## config.mk

```make
export PLATFORM = sky130hd
export DESIGN_NAME = vga_timing
export DESIGN_NICKNAME = d
export VERILOG_FILES = /design/src/rtl/vga_pkg.sv /design/src/rtl/vga_axis_counter.sv /design/src/rtl/vga_timing.sv
export SDC_FILE = /design/constraint.sdc
export NUM_CORES = 1
export LEC_CHECK = 0
export ABC_AREA = 1
export CAP_MARGIN = 30
export CELL_PAD_IN_SITES_DETAIL_PLACEMENT = 1
export CELL_PAD_IN_SITES_GLOBAL_PLACEMENT = 1
export CORE_UTILIZATION = 36
export CTS_BUF_LIST = sky130_fd_sc_hd__clkbuf_2 sky130_fd_sc_hd__clkbuf_4 sky130_fd_sc_hd__clkbuf_8
export DETAILED_ROUTE_END_ITERATION = 10
export GPL_TIMING_DRIVEN = 0
export PLACE_DENSITY_LB_ADDON = 0.08
export SYNTH_ARGS = -nofsm -noshare
export SYNTH_HDL_FRONTEND = slang
export SYNTH_SLANG_ARGS = --single-unit
```

## constraint.sdc

```tcl
create_clock -name clk -period 1.5 [get_ports clk]
set_input_delay 0.3 -clock clk [delete_from_list [all_inputs] [get_ports clk]]
set_output_delay 0.3 -clock clk [all_outputs]
set_load 0.01 [all_outputs]
```

## src/rtl/vga_pkg.sv

```systemverilog
// rtl/vga_pkg.sv - shared timing constants and types for the VGA timing generator
package vga_pkg;

  typedef logic [9:0] coord_t;

  typedef enum logic [1:0] {
    AX_ACT  = 2'd0,
    AX_FP   = 2'd1,
    AX_SYNC = 2'd2,
    AX_BP   = 2'd3
  } axis_state_t;

  localparam int unsigned DEF_H_ACTIVE = 640;
  localparam int unsigned DEF_H_FRONT  = 16;
  localparam int unsigned DEF_H_SYNC   = 96;
  localparam int unsigned DEF_H_BACK   = 48;
  localparam int unsigned DEF_V_ACTIVE = 480;
  localparam int unsigned DEF_V_FRONT  = 10;
  localparam int unsigned DEF_V_SYNC   = 2;
  localparam int unsigned DEF_V_BACK   = 33;

  localparam int unsigned H_TOTAL = DEF_H_ACTIVE + DEF_H_FRONT + DEF_H_SYNC + DEF_H_BACK;
  localparam int unsigned V_TOTAL = DEF_V_ACTIVE + DEF_V_FRONT + DEF_V_SYNC + DEF_V_BACK;

  // Largest axis total a 10-bit coordinate can represent.
  localparam int unsigned COORD_LIMIT = 1024;

endpackage

```

## src/rtl/vga_axis_counter.sv

```systemverilog
// rtl/vga_axis_counter.sv - one raster axis: position counter plus ACT/FP/SYNC/BP phase FSM
module vga_axis_counter
  import vga_pkg::*;
#(
  parameter int unsigned ACTIVE = DEF_H_ACTIVE,
  parameter int unsigned FRONT  = DEF_H_FRONT,
  parameter int unsigned SYNC   = DEF_H_SYNC,
  parameter int unsigned BACK   = DEF_H_BACK
) (
  input  logic       clk,
  input  logic       rst_n,
  input  logic       adv,
  output logic [9:0] count,
  output logic [1:0] state,
  output logic       wrap
);

  localparam int unsigned TOTAL = ACTIVE + FRONT + SYNC + BACK;

  if (TOTAL > COORD_LIMIT) begin : g_total_check
    $error("vga_axis_counter: axis total exceeds the 10-bit coordinate range");
  end

  localparam coord_t LAST_ACT  = coord_t'(ACTIVE - 1);
  localparam coord_t LAST_FP   = coord_t'(ACTIVE + FRONT - 1);
  localparam coord_t LAST_SYNC = coord_t'(ACTIVE + FRONT + SYNC - 1);
  localparam coord_t LAST      = coord_t'(TOTAL - 1);

  coord_t      count_q, count_d;
  axis_state_t state_q, state_d;
  logic        at_last;

  assign at_last = (count_q == LAST);

  always_comb begin
    count_d = count_q;
    if (adv) begin
      count_d = at_last ? '0 : count_q + 1'b1;
    end
  end

  always_comb begin
    state_d = state_q;
    if (adv) begin
      unique case (state_q)
        AX_ACT:  if (count_q == LAST_ACT)  state_d = AX_FP;
        AX_FP:   if (count_q == LAST_FP)   state_d = AX_SYNC;
        AX_SYNC: if (count_q == LAST_SYNC) state_d = AX_BP;
        AX_BP:   if (at_last)              state_d = AX_ACT;
        default:                           state_d = AX_BP;
      endcase
    end
  end

  always_ff @(posedge clk or negedge rst_n) begin
    if (!rst_n) begin
      count_q <= LAST;
      state_q <= AX_BP;
    end else begin
      count_q <= count_d;
      state_q <= state_d;
    end
  end

  // state is the phase the counter enters on this edge, so the parent can
  // register its decode in step with count.
  assign count = count_q;
  assign state = state_d;
  assign wrap  = adv && at_last;

endmodule

```

## src/rtl/vga_timing.sv

```systemverilog
// rtl/vga_timing.sv - 640x480@60 VGA raster position, sync and frame/line marker generator
module vga_timing
  import vga_pkg::*;
#(
  parameter int unsigned H_ACTIVE    = DEF_H_ACTIVE,
  parameter int unsigned H_FRONT     = DEF_H_FRONT,
  parameter int unsigned H_SYNC      = DEF_H_SYNC,
  parameter int unsigned H_BACK      = DEF_H_BACK,
  parameter int unsigned V_ACTIVE    = DEF_V_ACTIVE,
  parameter int unsigned V_FRONT     = DEF_V_FRONT,
  parameter int unsigned V_SYNC      = DEF_V_SYNC,
  parameter int unsigned V_BACK      = DEF_V_BACK,
  parameter logic        SYNC_ACTIVE = 1'b0
) (
  input  logic       clk,
  input  logic       rst_n,
  input  logic       pix_en,
  output logic [9:0] x_val,
  output logic [9:0] y_val,
  output logic       hsync,
  output logic       vsync,
  output logic       display_en,
  output logic       line_start,
  output logic       frame_start
);

  logic [1:0] h_state_nxt, v_state_nxt;
  logic       h_wrap, v_wrap, v_adv;

  assign v_adv = pix_en && h_wrap;

  vga_axis_counter #(
    .ACTIVE (H_ACTIVE),
    .FRONT  (H_FRONT),
    .SYNC   (H_SYNC),
    .BACK   (H_BACK)
  ) u_h_axis (
    .clk   (clk),
    .rst_n (rst_n),
    .adv   (pix_en),
    .count (x_val),
    .state (h_state_nxt),
    .wrap  (h_wrap)
  );

  vga_axis_counter #(
    .ACTIVE (V_ACTIVE),
    .FRONT  (V_FRONT),
    .SYNC   (V_SYNC),
    .BACK   (V_BACK)
  ) u_v_axis (
    .clk   (clk),
    .rst_n (rst_n),
    .adv   (v_adv),
    .count (y_val),
    .state (v_state_nxt),
    .wrap  (v_wrap)
  );

  logic hsync_q, hsync_d;
  logic vsync_q, vsync_d;
  logic de_q, de_d;
  logic line_start_q, line_start_d;
  logic frame_start_q, frame_start_d;

  // Decode from the phases being entered so outputs match the new position.
  always_comb begin
    hsync_d       = (h_state_nxt == AX_SYNC) ? SYNC_ACTIVE : ~SYNC_ACTIVE;
    vsync_d       = (v_state_nxt == AX_SYNC) ? SYNC_ACTIVE : ~SYNC_ACTIVE;
    de_d          = (h_state_nxt == AX_ACT) && (v_state_nxt == AX_ACT);
    line_start_d  = h_wrap;
    frame_start_d = h_wrap && v_wrap;
  end

  always_ff @(posedge clk or negedge rst_n) begin
    if (!rst_n) begin
      hsync_q       <= ~SYNC_ACTIVE;
      vsync_q       <= ~SYNC_ACTIVE;
      de_q          <= 1'b0;
      line_start_q  <= 1'b0;
      frame_start_q <= 1'b0;
    end else begin
      hsync_q       <= hsync_d;
      vsync_q       <= vsync_d;
      de_q          <= de_d;
      line_start_q  <= line_start_d;
      frame_start_q <= frame_start_d;
    end
  end

  assign hsync       = hsync_q;
  assign vsync       = vsync_q;
  assign display_en  = de_q;
  assign line_start  = line_start_q;
  assign frame_start = frame_start_q;

endmodule
```

## Yosys cells after proc, flatten, opt, wreduce, memory -nomap -nowiden

Index checks and enable logic that the tools add are counted.

| operators by class | value |
|---|---|
| add/sub/neg operators | 2 |
| eq/ne operators | 16 |
| mux-type cells | 16 |
| reduce and logical (&&, ||, !) cells | 9 |

Operators with widths:

| operator | number |
|---|---|
| 10-bit == test, second input constant | 5 |
| 10-bit by 9-bit == test with 1-bit output, second input constant | 3 |
| 10-bit by 1-bit adder with 10-bit output, second input constant | 2 |
| 10-bit 2-to-1 mux | 2 |
| 2-bit 2-to-1 mux | 10 |
| 2-bit one-hot mux with 4 select lines | 2 |
| 2-bit == test, second input constant | 6 |
| 2-bit zero test | 4 |
| 1-bit logical AND | 5 |
| 2-bit by 1-bit == test with 1-bit output, second input constant | 2 |
| 1-bit 2-to-1 mux | 2 |

| word-level totals | value |
|---|---|
| register bits after elaboration | 29 |
| output and inout port bits | 25 |
| word-level logic and storage cells | 52 |

## Longest topological paths before layout

Gate-level depths: netlist of run 1.

| logic depth | value |
|---|---|
| depth in word-level cells | 6 |
| mapped depth | 11 |
| mapped depth without buffers | 11 |

## By module

A second synthesis of run 1 with hierarchy kept.

| second synthesis, totals | value |
|---|---|
| cell total of the unflattened synthesis | 231 |
| area total of the unflattened synthesis | 1757.9 um^2 |

By module, submodules not included:

| module | instances | cells each | area each (um^2) |
|---|---|---|---|
| vga_axis_counter at u_h_axis | 1 | 107 | 803.3 |
| vga_axis_counter at u_v_axis | 1 | 106 | 778.2 |
| vga_timing | 1 | 18 | 176.4 |

## Worst setup path after synthesis of run 1

Ideal clock, no wire load.

| timing path | value |
|---|---|
| path type | flip-flop to flip-flop |
| start | register u_h_axis.count_q[0] (netlist: u_h_axis.count[0]) |
| end | register u_v_axis.count_q[6] (netlist: u_v_axis.count[6]) |
| setup time | 121 ps |
| arrival | 1537 ps |
| required time | 1379 ps |
| slack | -158 ps |
| stages on the path, launching flop included | 9 |
| buffers on the path | 0 |
| period minus slack after synthesis | 1658 ps |
| cell sequence | dfstp_2 -> ha_1 -> nand2_2 -> nor2_1 -> nand4_1 -> inv_1 -> nand3_1 -> o21ai_0 -> nor2_1 |

| between the ends | value |
|---|---|
| longest elaborated chain between the ends | 3 |

Ends and longest elaborated chain:

| what | RTL line | text |
|---|---|---|
| start: declaration | vga_axis_counter.sv:29 | `coord_t count_q, count_d;` |
| start signal: assignment | vga_axis_counter.sv:60 | `count_q <= count_d;` |
| 10-bit == test | vga_axis_counter.sv:33 | `assign at_last = (count_q == LAST);` |
| 1-bit logical AND | vga_axis_counter.sv:69 | `assign wrap = adv && at_last;` |
| 1-bit logical AND | vga_timing.sv:30 | `assign v_adv = pix_en && h_wrap;` |
| end signal: assignment | vga_axis_counter.sv:60 |  |
| end: declaration | vga_axis_counter.sv:29 |  |

No other way between the ends.
A chain may end at the register's enable or synchronous reset.

## Final worst setup path of run 1

| timing path | value |
|---|---|
| start | register u_h_axis.count_q[0] (netlist: u_h_axis.count[0]) |
| end | register de_q (netlist: display_en) |

| between the ends | value |
|---|---|
| longest elaborated chain between the ends | 6 |

Ends and longest elaborated chain:

| what | RTL line | text |
|---|---|---|
| 10-bit == test (on tied branches) | -- |  |
| 2-bit 2-to-1 mux (tied with other cells) | vga_axis_counter.sv:49 | `AX_BP: if (at_last) state_d = AX_ACT;` |
| 2-bit one-hot mux with 4 select lines / 1-bit logical AND (equally long branches) | vga_axis_counter.sv:45, vga_timing.sv:30 |  |
| 2-bit 2-to-1 mux | vga_axis_counter.sv:44 | `if (adv) begin` |
| 2-bit zero test | vga_timing.sv:70 | `de_d = (h_state_nxt == AX_ACT) && (v_state_nxt == AX_ACT);` |
| 1-bit logical AND * | vga_timing.sv:70 |  |
| via de_d | vga_timing.sv:62 | `logic de_q, de_d;` |
| end signal: assignment | vga_timing.sv:79 | `de_q <= 1'b0;` |
| end signal: assignment | vga_timing.sv:85 | `de_q <= de_d;` |
| end: declaration | vga_timing.sv:62 |  |

The timed path passes the listed nets; every way through them passes the cells marked *.

==> out/metrics.cfg, run 1 <==
[status]
violations=DRC, setup timing
status=finished with violations

[sta]
max_freq_ghz=0.595
post-route-min-period_ps=1680
setup_ws_ps=-180
finalHoldViolations=0
fin_crit_sh_pct=112
setup_violations=19
finalClockSkew_ps=5.50
rsz0062_at_grt=true
maxSlewViolCount=0
relSlewSlack_pct=47.0
tns_ps=-1800
tightest_slew_ps=793

[synthesis]
ys_ff_latch=29
synth_mux_area_share_pct=0
yosysTopAreaCell=dfstp_2
synth-adder-area-share_pct=2.94
netlist_instances=225
synth-xor-area-share_pct=3.09
async_flop_share_pct=100
yosysTopAreaCellShare_pct=24.7
synth_edf_count=0
synth-simple-area-share_pct=33.3
synth_area_um2=1700
synth.area.top_cells=dfstp_2 25%, dfrtp_1 19%, nand2_1 11%, inv_1 8.4%, nor2_1 6.4%
ys_seq_area_share_pct=43.9
avgSynthCellArea_um2=7.56
yosys.cell_count.top_type=nand2_1
syn_nets=232
yosys-top-cells-count=52 x nand2_1, 38 x inv_1, 29 x nor2_1
synth_top_family_by_area=simple AND/OR/NAND/NOR gates
synth_compound_area_share_pct=6.40
synthDistinctLibCells=27
yosys_warnings=0
ys.flop_type=dfstp_2

[pwr]
seq_power_share_pct=43.6
p_sw_share_pct=34.3
power.total_mw=2.29
leakagePower_nw=1.20
internal-power_mw=1.50
comb_power_share_pct=27.6
power-per-cell-area_nw_per_um2=953
clockPowerShare_pct=28.7
ir_drop_uv=696
netSwitchingPower_uw=784

[clock_network]
clk_pin_slew_worst_paths_ps=70
worstSkewPairLatency_ps=280
cts_inserted_buffers=5
cts_root_buf=clkbuf_8
cts_tree=built
clk_path_buf_depth=2
htree_levels=2
ctsHoldBuffers=0
cts_sinks=29

[detailed_routing]
postRouteAntennaNets=0
wl_per_cell_um=15.2
drt_wl_total_um=5030
drc=8
viasPerCell=5.02
vias=1662
drtIter0Drc=103
drt_pass1_iterations=10

[critical_path]
slowest_delay_ps=560
required_ps=1720
end_kind=flip-flop
cp.arrival_ps=1900
cp_max_fo=4
r2r-start=u_h_axis.count[0]
crit_slowest_cell=dfstp_2
cp_cell_sequence=ha_4 > nand2_4 > nor2_4 > buf_4 > nand4_1 > o21a_1 > nand2_2 > nand2_1 > nor2_1
cp-start-kind=flip-flop
cp-startpoint=u_h_axis.count[0]
worstSetupPathType=flip-flop to flip-flop

[placement]
dp.cells=305
portBuffers=27
gp_congestion=0.784
place.detailed.hpwl_um=3380
place_ws_ps=-370
dpl_cell_area_um2=2080

[floorplanning]
die_y_um=70.7
initial_core_util_pct=38.3
dieWidth_um=70.7
die_area_um2=5000
rows=24
core_area_um2=4440
io_pins=28

[final_layout]
post-route-cell-area_um2=2400
nets=285
fillers=553
stdcell_count=331
final_layout_size_suffix_gt1_share_pct=31.2
diodes=0
syn2layout_area_growth_pct=41.1

[worst_hold_path]
min_path_type=input port to asynchronous set/reset pin

[global_routing]
grt_first_pass_wirelength_um=8260
antenna_found_initial=0
grtUsageTotal_pct=21.4
grt_pass1_vias=1678
grt_max_degree=16
grt_overflow=0

[job]
cap_violations=0

## cell families (layout without fill, tap and decap cells)
logic type      count (synthesis)  in the layout
compound gates                 20             20
flops                          29             29
xor+xnor                        6              6
buf+inv                        43             97
simple gates                  123            123
fa+ha+maj                       4              4
## power by group through the flow
stage,combinational (mW),sequential [mW],clock [mW]
after global routing,0.694,1.01,0.701
final,0.631,0.998,0.657
after detailed placement,0.520,1.03,0
after global placement,0.501,1.03,0
after CTS,0.612,0.996,0.675
after floorplan,0.245,1.05,0
## final timing paths
path,end,slack [ps],depth (start not counted)
hold / removal,u_h_axis.count[7],470,1
setup / recovery,display_en,-180,9
min in group clk,u_v_axis.count[9],530,2
max in group asynchronous,u_h_axis.state_q[1],390,2
setup reg to reg,display_en,-180,9
hold reg to reg,u_v_axis.count[9],530,2
## registers in the layout, summed over array words and instances, names as in the netlist
register	count
display_en	1
vsync	1
line_start	1
u_v_axis.count	10
frame_start	1
u_h_axis.state_q	2
u_v_axis.state_q	2
hsync	1
u_h_axis.count	10
## cells in the final DEF (no fill, tap or decap), types with 4 or more instances in the layout
cell and count:
a21oi_1 5, buf_4 19, clkbuf_8 5, clkdlybuf4s50_1 5
dfrtp_1 9, dfrtp_2 4, dfstp_2 16, dlygate4sd2_1 19
inv_1 34, inv_2 5, nand2_1 47, nand2_2 5
nand3_1 16, nand4_1 6, nor2_1 21, nor2_4 8
nor3_1 8, o21ai_0 4, xor2_1 6
## cell type report
type                            instances  area, um2  area share [%]
Tap cell                               52       65.1            2.71
Timing Repair Buffer                   46        405            16.9
Multi-Input combinational cell        153        907            37.8
Inverter                               39        146            6.10
Clock inverter                          2       10.0           0.417
Sequential cell                        29        751            31.3
Clock buffer                            6       76.3            3.18
Buffer                                  4       37.5            1.56
## routing by layer
metal / GRT usage (%) / wire [um]
met5: 0 / 0
met2: 35.3 / 2470
met3: 3.99 / 130
met1: 28.7 / 2390
met4: 6.44 / 43
## worst max-delay path: cells and delay by family, from the launching register on
family	cells	cell delay (ps)
adders and majority gates	1	150
DFF	1	560
AOI/OAI and AO/OA	1	210
and+or+nand+nor	6	550
buffers and inverters	1	140
## stage by stage
step           hold slack (ps)  util [%]
2_1_floorplan             4.41         -
3_3_place_gp               498      46.3
5_1_grt                    534      54.0
3_5_place_dp               513      46.9
6_report                   474      54.0
4_1_cts                    500      52.8
## what timing repair did
item,CTS,global route
resized for setup,52,17
endpoints found under the setup margin,40,24
gates cloned,0,0
pin swaps,9,5
setup buffers,16,2
hold endpoints to repair,0,0
No activity file was read; power rests on OpenSTA's default activity.
==> run 2, diff against run 1 <==
- CAP_MARGIN: 30 -> 40
- GPL_TIMING_DRIVEN: 0 -> unset
- TNS_END_PERCENT: unset -> 10
==> out/metrics.cfg, run 2 (synthesis results as in run 1) <==
[detailed_routing]
drt_pass1_iterations=7  ; -3
vias=1770  ; +6.5%
drc=6  ; -2
wl_per_cell_um=15.2  ; +0.13%
viasPerCell=4.97  ; -0.98%
drtIter0Drc=126  ; +22%
drt_wl_total_um=5420  ; +7.7%
postRouteAntennaNets=0  ; unchanged

[clock_network]
cts_sinks=29  ; unchanged
clk_pin_slew_worst_paths_ps=70  ; about the same
worstSkewPairLatency_ps=290  ; about the same
htree_levels=2  ; unchanged
clk_path_buf_depth=2  ; unchanged
cts_root_buf=clkbuf_8
cts_tree=built
cts_inserted_buffers=5  ; unchanged
ctsHoldBuffers=0  ; unchanged

[floorplanning]
io_pins=28  ; unchanged
rows=24  ; unchanged
initial_core_util_pct=38.3  ; unchanged
die_area_um2=5000  ; unchanged
dieWidth_um=70.7  ; unchanged
die_y_um=70.7  ; unchanged
core_area_um2=4440  ; unchanged

[global_routing]
busiest_layer=met2
met2_usage_pct=38.9  ; +3.6 points
use_met3_pct=4.42  ; +0.43 points
grt_use_met1_pct=30.7  ; +2.0 points
grt_max_degree=30  ; +14
antenna_found_initial=0  ; unchanged
grtUsageTotal_pct=23.2  ; +1.8 points
grt_overflow=0  ; unchanged
grt_first_pass_wirelength_um=8770  ; +6.2%
grt_pass1_vias=1804  ; +7.5%

[final_layout]
syn2layout_area_growth_pct=48.3
post-route-cell-area_um2=2520  ; +5.2%
diodes=0  ; unchanged
utilization_pct=56.8  ; +2.8 points
final_cell_mix=50 x nand2_1, 45 x buf_4, 34 x inv_1
final_common_cell=nand2_1
stdcell_count=356  ; +7.6%
final_layout_size_suffix_gt1_share_pct=34.9  ; +3.7 points
nets=310  ; +8.8%

[sta]
max_freq_ghz=0.594  ; -0.22%
setup_violations=19  ; unchanged
relSlewSlack_pct=83.8  ; +37 points
tightest_slew_ps=241  ; -553 ps
setup_ws_ps=-184  ; -3.78 ps
finalClockSkew_ps=9.61  ; +4.11 ps
finalHoldViolations=0  ; unchanged
post-route-min-period_ps=1680  ; +3.78 ps
fin_crit_sh_pct=112  ; +0.25 points
rsz0062_at_grt=true
maxSlewViolCount=0  ; unchanged

[placement]
portBuffers=27  ; unchanged
place.detailed.hpwl_um=4090  ; +21%
dp.cells=344  ; +13%
place_ws_ps=-248  ; +121 ps
dpl_cell_area_um2=2370  ; +14%
gp_congestion=0.831  ; +5.9%

[critical_path]
r2r-start=u_h_axis.count[0]
crit_slowest_cell=dfstp_2
cp_max_fo=4  ; unchanged
required_ps=1680  ; -40 ps
cp-start-kind=flip-flop
reg2regPathDepth=8  ; -1
slowest_delay_ps=560  ; about the same
regToRegSetupSlack_ps=-180  ; about the same
cp_common_cell=nand2_1
r2r-end=display_en
cp.arrival_ps=1860  ; -40 ps
cp_cell_sequence=ha_4 > nand2_4 > nor2_4 > nand4_1 > o21bai_1 > nand2_1 > nand2_1 > nor2_1
worstSetupPathType=flip-flop to flip-flop
end_kind=flip-flop

[pwr]
power-per-cell-area_nw_per_um2=956  ; +0.31%
leakagePower_nw=1.30  ; +8.5%
ir_drop_uv=647  ; -7.1%

[worst_hold_path]
min_path_type=input port to asynchronous set/reset pin

[status]
status=finished with violations
violations=DRC, setup timing

[job]
cap_violations=0  ; unchanged

==> run 2: cell types whose count changed in the layout (fill, tap and decap cells not counted), sizes merged <==
| cell | change |
|---|---|
| clkbuf | +2 |
| clkinv | -1 |
| buf | +30 |
| dlygate4sd2 | -7 |
| clkdlybuf4s15 | +1 |
==> run 2: stage by stage <==
stage / TNS [ps] / total power, mW / hold WS (ps)
after floorplan: -875 / 1.28 / 4.41
after global placement: -2700 / 1.70 / 510
after detailed placement: -3770 / 1.73 / 527
after CTS: -2670 / 2.44 / 383
after global routing: -3550 / 2.54 / 388
final: -1850 / 2.41 / 377
==> run 2: worst max-delay path by stage <==
stage / from / end / slack (ps) / depth (start not counted)
2_1_floorplan: u_h_axis.count[0] / u_v_axis.count[8] / -150 / 8
3_3_place_gp: pix_en / display_en / -210 / 8
3_5_place_dp: pix_en / display_en / -250 / 8
4_1_cts: u_h_axis.count[0] / u_v_axis.count[6] / -200 / 8
5_1_grt: u_h_axis.count[0] / vsync / -260 / 11
6_report: u_h_axis.count[0] / display_en / -180 / 8
==> run 2: power breakdown <==
| part | switching (mW) | total [mW] | internal [mW] |
|---|---|---|---|
| logic | 0.378 | 0.700 | 0.322 |
| registers | 0.0769 | 0.980 | 0.903 |
| clock network | 0.317 | 0.731 | 0.414 |
| total | 0.772 | 2.41 | 1.64 |
==> run 2: cell type report <==
class                           instances  area [um2]
Clock buffer                            7        96.3
Clock inverter                          1        5.00
Fill cell                             564        1920
Inverter                               39         146
Multi-Input combinational cell        153         850
Sequential cell                        29         747
Tap cell                               52        65.1
Timing Repair Buffer                   75         613
==> run 2: timing repair <==
action | in CTS | in global routing
gates resized for setup | 34 | 33
hold endpoints to repair | 0 | 0
setup buffers | 0 | 4
pin swaps | 1 | 7
endpoints found under the setup margin | 43 | 33
==> run 2: routing by layer <==
metal | vias to the layer above | share of wire, %
met5 | - | 0
met2 | 42 | 49
met1 | 859 | 45
met4 | 0 | 1.1
met3 | 7 | 4.1
li1 | 862 | -
==> run 2: critical path, delay by kind of cell, from the launching register on <==
family          cells  cell delay, ps
fa+ha+maj           1             150
simple gates        6             670
compound gates      1             200
flops               1             560
==> run 3, diff against run 2 <==
- GPL_ROUTABILITY_DRIVEN: unset -> 0
==> results of run 3 <==
The final DEF is identical to that of run 2; final timing and power are the same.
